`src/rtl/posit_bfly_feeder_pkg.sv`:
```
// Shared types and constants for the posit32 butterfly feeder.
package posit_bfly_feeder_pkg;

    typedef enum logic [2:0] {
        LOAD_A   = 3'd0,
        LOAD_B   = 3'd1,
        WAIT_ADD = 3'd2,
        OUT_ADD  = 3'd3,
        WAIT_SUB = 3'd4,
        OUT_SUB  = 3'd5
    } bfly_state_e;

    // posit32 Not-a-Real pattern, emitted when the adder never answers
    localparam logic [31:0] POSIT_NAR = 32'h8000_0000;

    // complex adder operation select
    localparam logic ADD_OP_SUM  = 1'b0;
    localparam logic ADD_OP_DIFF = 1'b1;

    typedef struct packed {
        logic [31:0] re;
        logic [31:0] im;
    } cplx_t;

endpackage

```
`src/rtl/posit_bfly_feeder.sv`:
```
// Butterfly feeder: collects a sample pair (A, B), drives an external complex
// posit adder for A+B then A-B, and presents both results in order.
// Optional adder-done watchdog: define POSIT_BFLY_TIMEOUT_EN.
module posit_bfly_feeder
    import posit_bfly_feeder_pkg::*;
#(
    parameter int TIMEOUT_CYCLES = 255
) (
    input  logic        clk,
    input  logic        rst_n,
    input  logic        in_valid,
    output logic        in_ready,
    input  logic [31:0] in_re,
    input  logic [31:0] in_im,
    output logic        add_start,
    output logic [31:0] a_re,
    output logic [31:0] a_im,
    output logic [31:0] b_re,
    output logic [31:0] b_im,
    output logic        add_op,
    input  logic        add_done,
    input  logic [31:0] add_re,
    input  logic [31:0] add_im,
    output logic        out_valid,
    input  logic        out_ready,
    output logic [31:0] out_re,
    output logic [31:0] out_im,
    output logic        out_sel,
    output logic        err
);

    bfly_state_e state_q, state_d;
    logic        live_q;     // low until the first clock after reset, keeps in_ready low in reset
    cplx_t       a_q, b_q, res_q;
    logic        sel_q;
    logic        in_fire;
    logic        res_take;
    logic        res_nar;
    logic        wd_expired;
    logic        in_wait;

    assign in_wait = (state_q == WAIT_ADD) || (state_q == WAIT_SUB);
    assign in_fire = in_valid && in_ready;

`ifdef POSIT_BFLY_TIMEOUT_EN
    localparam int CW = (TIMEOUT_CYCLES < 2) ? 1 : $clog2(TIMEOUT_CYCLES + 1);

    logic [CW-1:0] wd_cnt_q;
    logic          err_q;

    assign wd_expired = in_wait && (wd_cnt_q == CW'(TIMEOUT_CYCLES));
    assign err        = err_q;

    // watchdog counts cycles spent in a WAIT state, restarting on every state change
    always_ff @(posedge clk or negedge rst_n) begin
        if (!rst_n)
            wd_cnt_q <= '0;
        else if (!in_wait || (state_d != state_q))
            wd_cnt_q <= '0;
        else
            wd_cnt_q <= wd_cnt_q + 1'b1;
    end

    // sticky error once any result had to be substituted with NaR
    always_ff @(posedge clk or negedge rst_n) begin
        if (!rst_n)
            err_q <= 1'b0;
        else if (res_take && res_nar)
            err_q <= 1'b1;
    end
`else
    assign wd_expired = 1'b0;
    assign err        = 1'b0;
`endif

    // state register
    always_ff @(posedge clk or negedge rst_n) begin
        if (!rst_n) begin
            state_q <= LOAD_A;
            live_q  <= 1'b0;
        end else begin
            state_q <= state_d;
            live_q  <= 1'b1;
        end
    end

    // next-state and handshake outputs
    always_comb begin
        state_d   = state_q;
        in_ready  = 1'b0;
        add_start = 1'b0;
        add_op    = ADD_OP_SUM;
        out_valid = 1'b0;
        res_take  = 1'b0;
        res_nar   = 1'b0;
        case (state_q)
            LOAD_A: begin
                in_ready = live_q;
                if (in_valid && live_q) state_d = LOAD_B;
            end
            LOAD_B: begin
                in_ready = live_q;
                if (in_valid && live_q) state_d = WAIT_ADD;
            end
            WAIT_ADD: begin
                add_start = 1'b1;
                if (add_done || wd_expired) begin
                    res_take = 1'b1;
                    res_nar  = !add_done;
                    state_d  = OUT_ADD;
                end
            end
            OUT_ADD: begin
                out_valid = 1'b1;
                if (out_ready) state_d = WAIT_SUB;
            end
            WAIT_SUB: begin
                add_start = 1'b1;
                add_op    = ADD_OP_DIFF;
                if (add_done || wd_expired) begin
                    res_take = 1'b1;
                    res_nar  = !add_done;
                    state_d  = OUT_SUB;
                end
            end
            OUT_SUB: begin
                out_valid = 1'b1;
                add_op    = ADD_OP_DIFF;
                if (out_ready) state_d = LOAD_A;
            end
            default: state_d = LOAD_A;
        endcase
    end

    // operand capture and result register; operands hold until the next A arrives
    always_ff @(posedge clk or negedge rst_n) begin
        if (!rst_n) begin
            a_q   <= '0;
            b_q   <= '0;
            res_q <= '0;
            sel_q <= ADD_OP_SUM;
        end else begin
            if (in_fire && (state_q == LOAD_A)) a_q <= {in_re, in_im};
            if (in_fire && (state_q == LOAD_B)) b_q <= {in_re, in_im};
            if (res_take) begin
                res_q <= res_nar ? {POSIT_NAR, POSIT_NAR} : {add_re, add_im};
                sel_q <= (state_q == WAIT_SUB) ? ADD_OP_DIFF : ADD_OP_SUM;
            end
        end
    end

    assign a_re    = a_q.re;
    assign a_im    = a_q.im;
    assign b_re    = b_q.re;
    assign b_im    = b_q.im;
    assign out_re  = res_q.re;
    assign out_im  = res_q.im;
    assign out_sel = sel_q;

endmodule

```
`config.mk`:
```
export PLATFORM = sky130hd
export DESIGN_NAME = posit_bfly_feeder
export DESIGN_NICKNAME = d
export VERILOG_FILES = /design/src/rtl/posit_bfly_feeder_pkg.sv /design/src/rtl/posit_bfly_feeder.sv
export SDC_FILE = /design/constraint.sdc
export NUM_CORES = 1
export LEC_CHECK = 0
export ABC_AREA = 1
export CORE_MARGIN = 3
export CORE_UTILIZATION = 29
export CTS_BUF_LIST = sky130_fd_sc_hd__clkbuf_8
export CTS_CLUSTER_DIAMETER = 150
export DETAILED_ROUTE_END_ITERATION = 8
export HOLD_SLACK_MARGIN = 0.15
export PLACE_DENSITY = 0.62
export SETUP_SLACK_MARGIN = 0.5
export SYNTH_ARGS = -nofsm -noshare
export SYNTH_HDL_FRONTEND = slang
export SYNTH_SLANG_ARGS = --single-unit
```
`constraint.sdc`:
```
create_clock -name clk -period 1.3 [get_ports clk]
set_input_delay 0.26 -clock clk [delete_from_list [all_inputs] [get_ports clk]]
set_output_delay 0.26 -clock clk [all_outputs]
set_load 0.03 [all_outputs]
```
==> results of run 1 <==
## per-stage QoR
step / cells / hold slack (ns) / worst slack, ns
after CTS: 1546 / 0.208 / -0.421
final: 1669 / 0.295 / -0.413
after global routing: 1668 / 0.286 / -0.489
after detailed placement: 1439 / 0.0917 / -0.442
after global placement: 1439 / 0.0911 / -0.358
after floorplan: 796 / -0.0356 / -0.121
## what timing repair did
action / 4_1_cts / 5_1_grt
endpoints found under the setup margin: 393 / 587
hold buffers: 1 / 1
pin swaps: 5 / 45
gates cloned: 21 / 23
hold endpoints to repair: 197 / 197
setup buffers: 53 / 98
resized for setup: 682 / 416
## sequential cells by signal, summed over array words and instances, names as in the netlist
signal   flops
state_q      3
a_im        32
a_re        32
out_re      32
b_re        32
out_im      32
live_q       1
b_im        32
out_sel      1
## per-layer routing
metal	global-route usage	wire, µm
met1	0.240	12900
met2	0.316	15900
met3	0.0449	1520
met4	0.0703	896
met5	0	0
## cell families (layout without fill, tap and decap cells)
kind of cell / Yosys count / in the layout / synth area share
other: 2 / 4 / 0.00100
buffers and inverters: 115 / 655 / 0.0746
DFF: 197 / 197 / 0.656
and+or+nand+nor: 353 / 354 / 0.182
AOI/OAI and AO/OA: 129 / 129 / 0.0859
## power by group
group / switching (mW) / internal [mW]
combinational: 12.9 / 13.8
sequential: 2.64 / 8.96
clock: 2.78 / 1.72
## synthesized netlist by cell type, drive strengths merged
library cell    n  area [µm²]
buf            30         230
clkbuf         12        53.8
conb            2        7.51
dfrtp         197        4930
inv            73         277
nand2         339        1280
nand3           6        30.0
nand4           4        25.0
nor2            4        30.0
o21ai         129         646
## layout make-up
class / instances / area, µm²
fill: 1883 / 9100
timing repair buffer: 550 / 6820
sequential: 197 / 4950
multi-input combinational: 485 / 3280
tap: 330 / 413
inverter: 73 / 303
clock buffer: 17 / 234
clock inverter: 15 / 215
antenna: 2 / 5.00
## worst register-to-register path, cell delays in order (launching register included)
cell and delay [ns]:
dfrtp_2 0.46, nor2_4 0.14, buf_6 0.11, buf_6 0.10, buf_6 0.12, nand3_4 0.10, buf_12 0.17, buf_12 0.14
clkbuf_16 0.17, nand2_2 0.05, o21ai_1 0.05
## worst min-delay path by stage
stage	depth (start not counted)	endpoint
final	3	out_im[5]$_DFFE_PN0P_
after global routing	3	out_im[4]$_DFFE_PN0P_
after CTS	2	b_im[16]$_DFFE_PN0P_
after detailed placement	1	b_im[16]$_DFFE_PN0P_
after global placement	1	b_im[19]$_DFFE_PN0P_
after floorplan	0	a_im[0]$_DFFE_PN0P_
==> summary.md, run 1 <==
| Metric | Value |
|---|---|
| RSZ-0062 raised after global routing | yes |
| Root Buffer | clkbuf_8 |
| Placer Congestion | 0.772 |
| Post-route setup TNS | -62.47 ns |
| Crit path capture type | output pin |
| Critical Path Max Stage Delay | 0.46 ns |
| Worst reg2reg startpoint | state_q[1]$_DFFE_PN0P_ |
| Synthesized instance count | 796 |
| Worst Path Buf+Inv | 2 |
| Lkg Pwr | 8.06 nW |
| Worst hold path type | in2reg |
| Req. time, crit path | 1.04 ns |
| # IOs | 331 |
| Design Area, Final | 16,200 µm² |
| WS Path Type | reg2out |
| Most frequent cells in the layout | dfrtp_1 (183), buf_6 (179), nand2_1 (151), clkdlybuf4s50_1 (131), buf_4 (123) |
| Final Max Tran Viols | 0 |
| Min Clock Period, post-route | 1.71 ns |
| First-pass GRT wire length | 41.8 mm |
| Hold Crit Start | add_im[5] |
| Syn Area/Cell | 9.44 µm² |
| Vias per std cell | 4.58 |
| Instance count on the critical path | 5 |
| Clock Tree Buf Depth | 2 |
| Power, Total | 42.8 mW |
| Relative slew margins | 0.579 |
| CTS Buf Count | 17 |
| TritonCTS clock tree | yes |
| Overall Global Routing Usage | 0.189 |
| Distinct cells, synth | 20 |
| Commonest non-fill, non-tap cell in the layout | dfrtp_1 |
| CTS sink cnt | 197 |
| Initial antenna violation count | 1 |
| Die X | 167 µm |
| Later-pin clock latency in the skew report | 0.48 ns |
| CP cell instances | nand2_2, nand2_4, nor2_4, buf_6, buf_8 |
| Htree depth | 4 |
| Pwr dens | 2640 nW/µm² |
| Syn nets | 929 |
| Drt wl/cell | 18.7 µm |
| Detailed placement HPWL | 16.4 mm |
| Share of layout cells above drive strength 1 | 0.550 |
| I/O Buffers | 329 |
| GR Overflow Total | 0 |
| Via count | 7,639 |
| Slew @ Worst Pin | 0.629 ns |
| Failing checks | setup timing |
| Layout Nets | 1,457 |
| Placed cell area | 11,600 µm² |
| Setup Viol. Count Final | 322 |
| Data arrival, critical path | 1.45 ns |
| Sequential area share after synthesis | 0.656 |
| Final Skew | 0.0249 ns |
| PnR worst setup slack | -0.413 ns |
| Row count | 58 |
| # DRC | 0 |
| Post-DRT Antenna Nets | 0 |
| Die area | 27,900 µm² |
| Vias in the first global route | 7,304 |
| Maximum resistive drop on vdd | 0.00154 V |
| Fin. Hold Viols | 0 |
| Layout Area Growth over Synthesis | 116% |
| R2R cell count | 10 |
| Reg-to-reg slack, setup | -0.41 ns |
| CP top delay family | flip-flops |
| Largest net degree at the start of global routing | 80 |
| Capture point of the worst reg-to-reg path | b_re[26]$_DFFE_PN0P_ |
| Final worst path period share | 1.32 |
| Clock Pin Slew Worst Setup and Hold Paths | 0.13 ns |
| Number of synthesized register bits | 197 |
| Initial core utilization | 0.297 |
| Fmax | 0.584 GHz |
| Die Y | 167 µm |
| Slowest cell on the critical path | dfrtp_2 |
| Maxcap violations | 0 |
| Routed Wire Length | 31.2 mm |
| Yosys warns | 0 |
| Post-Syn Area | 7510 µm² |
| Drt pass-1 iters | 5 |
| CP Launch Type | flop |
| Status | complete, but fails checks |
| Setup crit start | state_q[1]$_DFFE_PN0P_ |
| Detailed Route Iter0 Violations | 300 |
| Setup crit end | add_start |
| Core Box Area | 25,300 µm² |
| Utilization after layout | 0.641 |
| Crit-path max FO | 3 |
No activity file was read; power rests on OpenSTA's default activity.
==> run 2: changes to the inputs <==
--- a/config.mk
+++ b/config.mk
@@ -13,6 +13,7 @@
 export DETAILED_ROUTE_END_ITERATION = 8
 export HOLD_SLACK_MARGIN = 0.15
 export PLACE_DENSITY = 0.62
+export RECOVER_POWER = 100
 export SETUP_SLACK_MARGIN = 0.5
 export SYNTH_ARGS = -nofsm -noshare
 export SYNTH_HDL_FRONTEND = slang
==> summary.md, run 2 (synthesis gave the netlist of run 1 again) <==
| Metric | Value |
|---|---|
| Core Box Area | 25,300 µm² |
| GR Overflow Total | 0 |
| CP cell instances | nand2_2, nand2_4, nor2_4, buf_6, buf_8 |
| Share of layout cells above drive strength 1 | 0.549 |
| Status | complete, but fails checks |
| TritonCTS clock tree | yes |
| Root Buffer | clkbuf_8 |
| Drt pass-1 iters | 4 |
| Row count | 58 |
| Multi-input logic area | 3280 µm² |
| Placer Congestion | 0.772 |
| Clock Pin Slew Worst Setup and Hold Paths | 0.13 ns |
| CP top delay family | flip-flops |
| Overall Global Routing Usage | 0.189 |
| Worst Hold Depth | 3 |
| Via count | 7,627 |
| Fmax | 0.584 GHz |
| Detailed placement HPWL | 16.4 mm |
| Failing checks | setup timing |
| Layout Nets | 1,457 |
| FILL cells | 1,887 |
| Most frequent cells in the layout | dfrtp_1 (183), buf_6 (179), nand2_1 (151), clkdlybuf4s50_1 (131), buf_4 (123) |
| Relative slew margins | 0.599 |
| CTS sink cnt | 197 |
| CP Launch Type | flop |
| Slowest cell on the critical path | dfrtp_2 |
| Vias in the first global route | 7,304 |
| # DRC | 0 |
| Die Y | 167 µm |
| Largest net degree at the start of global routing | 80 |
| R2R cell count | 10 |
| Req. time, crit path | 1.04 ns |
| Setup Viol. Count Final | 325 |
| I/O Buffers | 329 |
| Maxcap violations | 0 |
| Pwr dens | 2640 nW/µm² |
| Initial antenna violation count | 1 |
| Critical Path Max Stage Delay | 0.46 ns |
| Post-DRT Antenna Nets | 0 |
| Final Skew | 0.0246 ns |
| Worst hold path type | in2reg |
| Data arrival, critical path | 1.45 ns |
| WS Path Type | reg2out |
| Final hold slack | 0.295 ns |
| Final worst path period share | 1.32 |
| # IOs | 331 |
| Register Area | 4950 µm² |
| Later-pin clock latency in the skew report | 0.48 ns |
| Detailed Route Iter0 Violations | 298 |
| Layout Area Growth over Synthesis | 116% |
| Die area | 27,900 µm² |
| Instance count on the critical path | 5 |
| Die X | 167 µm |
| Fin. Hold Viols | 0 |
| Final Max Tran Viols | 0 |
| Crit-path max FO | 3 |
| First-pass GRT wire length | 41.8 mm |
| Initial core utilization | 0.297 |
| Commonest non-fill, non-tap cell in the layout | dfrtp_1 |
| Crit path capture type | output pin |
| Slew @ Worst Pin | 0.600 ns |
| Min Clock Period, post-route | 1.71 ns |
| Worst Path Buf+Inv | 2 |
| PnR worst setup slack | -0.413 ns |
| CTS Buf Count | 17 |
| Clock Tree Buf Depth | 2 |
| Maximum resistive drop on vdd | 0.00154 V |
| Htree depth | 4 |
| RSZ-0062 raised after global routing | yes |
| Utilization after layout | 0.640 |
| Routed Wire Length | 31.2 mm |
| Drt wl/cell | 18.7 µm |
| Vias per std cell | 4.57 |
| Lkg Pwr | 8.05 nW |
[run 2: cell count changes in the layout (fill, tap and decap cells not counted)]
cell | previous run | this run
clkdlybuf4s25_1 | 0 | 1
clkbuf_16 | 18 | 17
[run 2: repair_timing]
item / in CTS / in global routing
hold endpoints to repair: 197 / 197
buffers inserted: 53 / 98
endpoints found under the setup margin: 393 / 587
gates resized for setup: 682 / 416
pin swaps: 5 / 45
hold buffers: 1 / 1
cloned: 21 / 23
[run 2: where the power goes]
part	internal [mW]	leakage, nW	switching (mW)
clock network	1.72	0.223	2.78
logic	13.8	5.38	12.9
registers	8.96	2.45	2.64
[run 2: final cells by class]
class	count	share of cell area
Clock inverter	15	0.0133
Inverter	73	0.0187
Multi-Input combinational cell	485	0.203
Timing Repair Buffer	550	0.420
Antenna cell	2	0.000309
Clock buffer	17	0.0144
Tap cell	330	0.0255
Sequential cell	197	0.305
[run 2: metal layers]
| layer | GRT usage | part of all wire |
|---|---|---|
| met2 | 0.316 | 0.51 |
| met1 | 0.240 | 0.40 |
| met4 | 0.0703 | 0.029 |
| met3 | 0.0449 | 0.057 |
| met5 | 0 | 0 |
[run 2: per-stage QoR]
stage                     setup slack [ns]  power, mW  cells  setup TNS (ns)  cell area, µm²
after floorplan                     -0.121       19.5    796           -5.43            7570
after global placement              -0.358       28.4   1439          -42.07           11600
after CTS                           -0.421       37.2   1546          -62.27           13800
after detailed placement            -0.442       28.7   1439          -45.87           11600
after global routing                -0.489       44.8   1668          -86.85           16200
final                               -0.413       42.8   1669          -62.49           16200
[run 2: worst min-delay path: cells and delay by family]
family	cells	cell delay [ns]
buf+inv	1	0.39
simple gates	2	0.10
[run 2: worst paths after layout]
| check | start | to | slack (ns) |
|---|---|---|---|
| setup / recovery | state_q[1]$_DFFE_PN0P_ | add_start | -0.41 |
| hold / removal | add_im[5] | out_im[5]$_DFFE_PN0P_ | 0.30 |
| setup reg to reg | state_q[1]$_DFFE_PN0P_ | b_re[26]$_DFFE_PN0P_ | -0.41 |
| hold reg to reg | out_im[20]$_DFFE_PN0P_ | out_im[20]$_DFFE_PN0P_ | 0.52 |
| max in group asynchronous | rst_n | a_re[21]$_DFFE_PN0P_ | -0.01 |
| min in group asynchronous | rst_n | b_im[16]$_DFFE_PN0P_ | 0.45 |
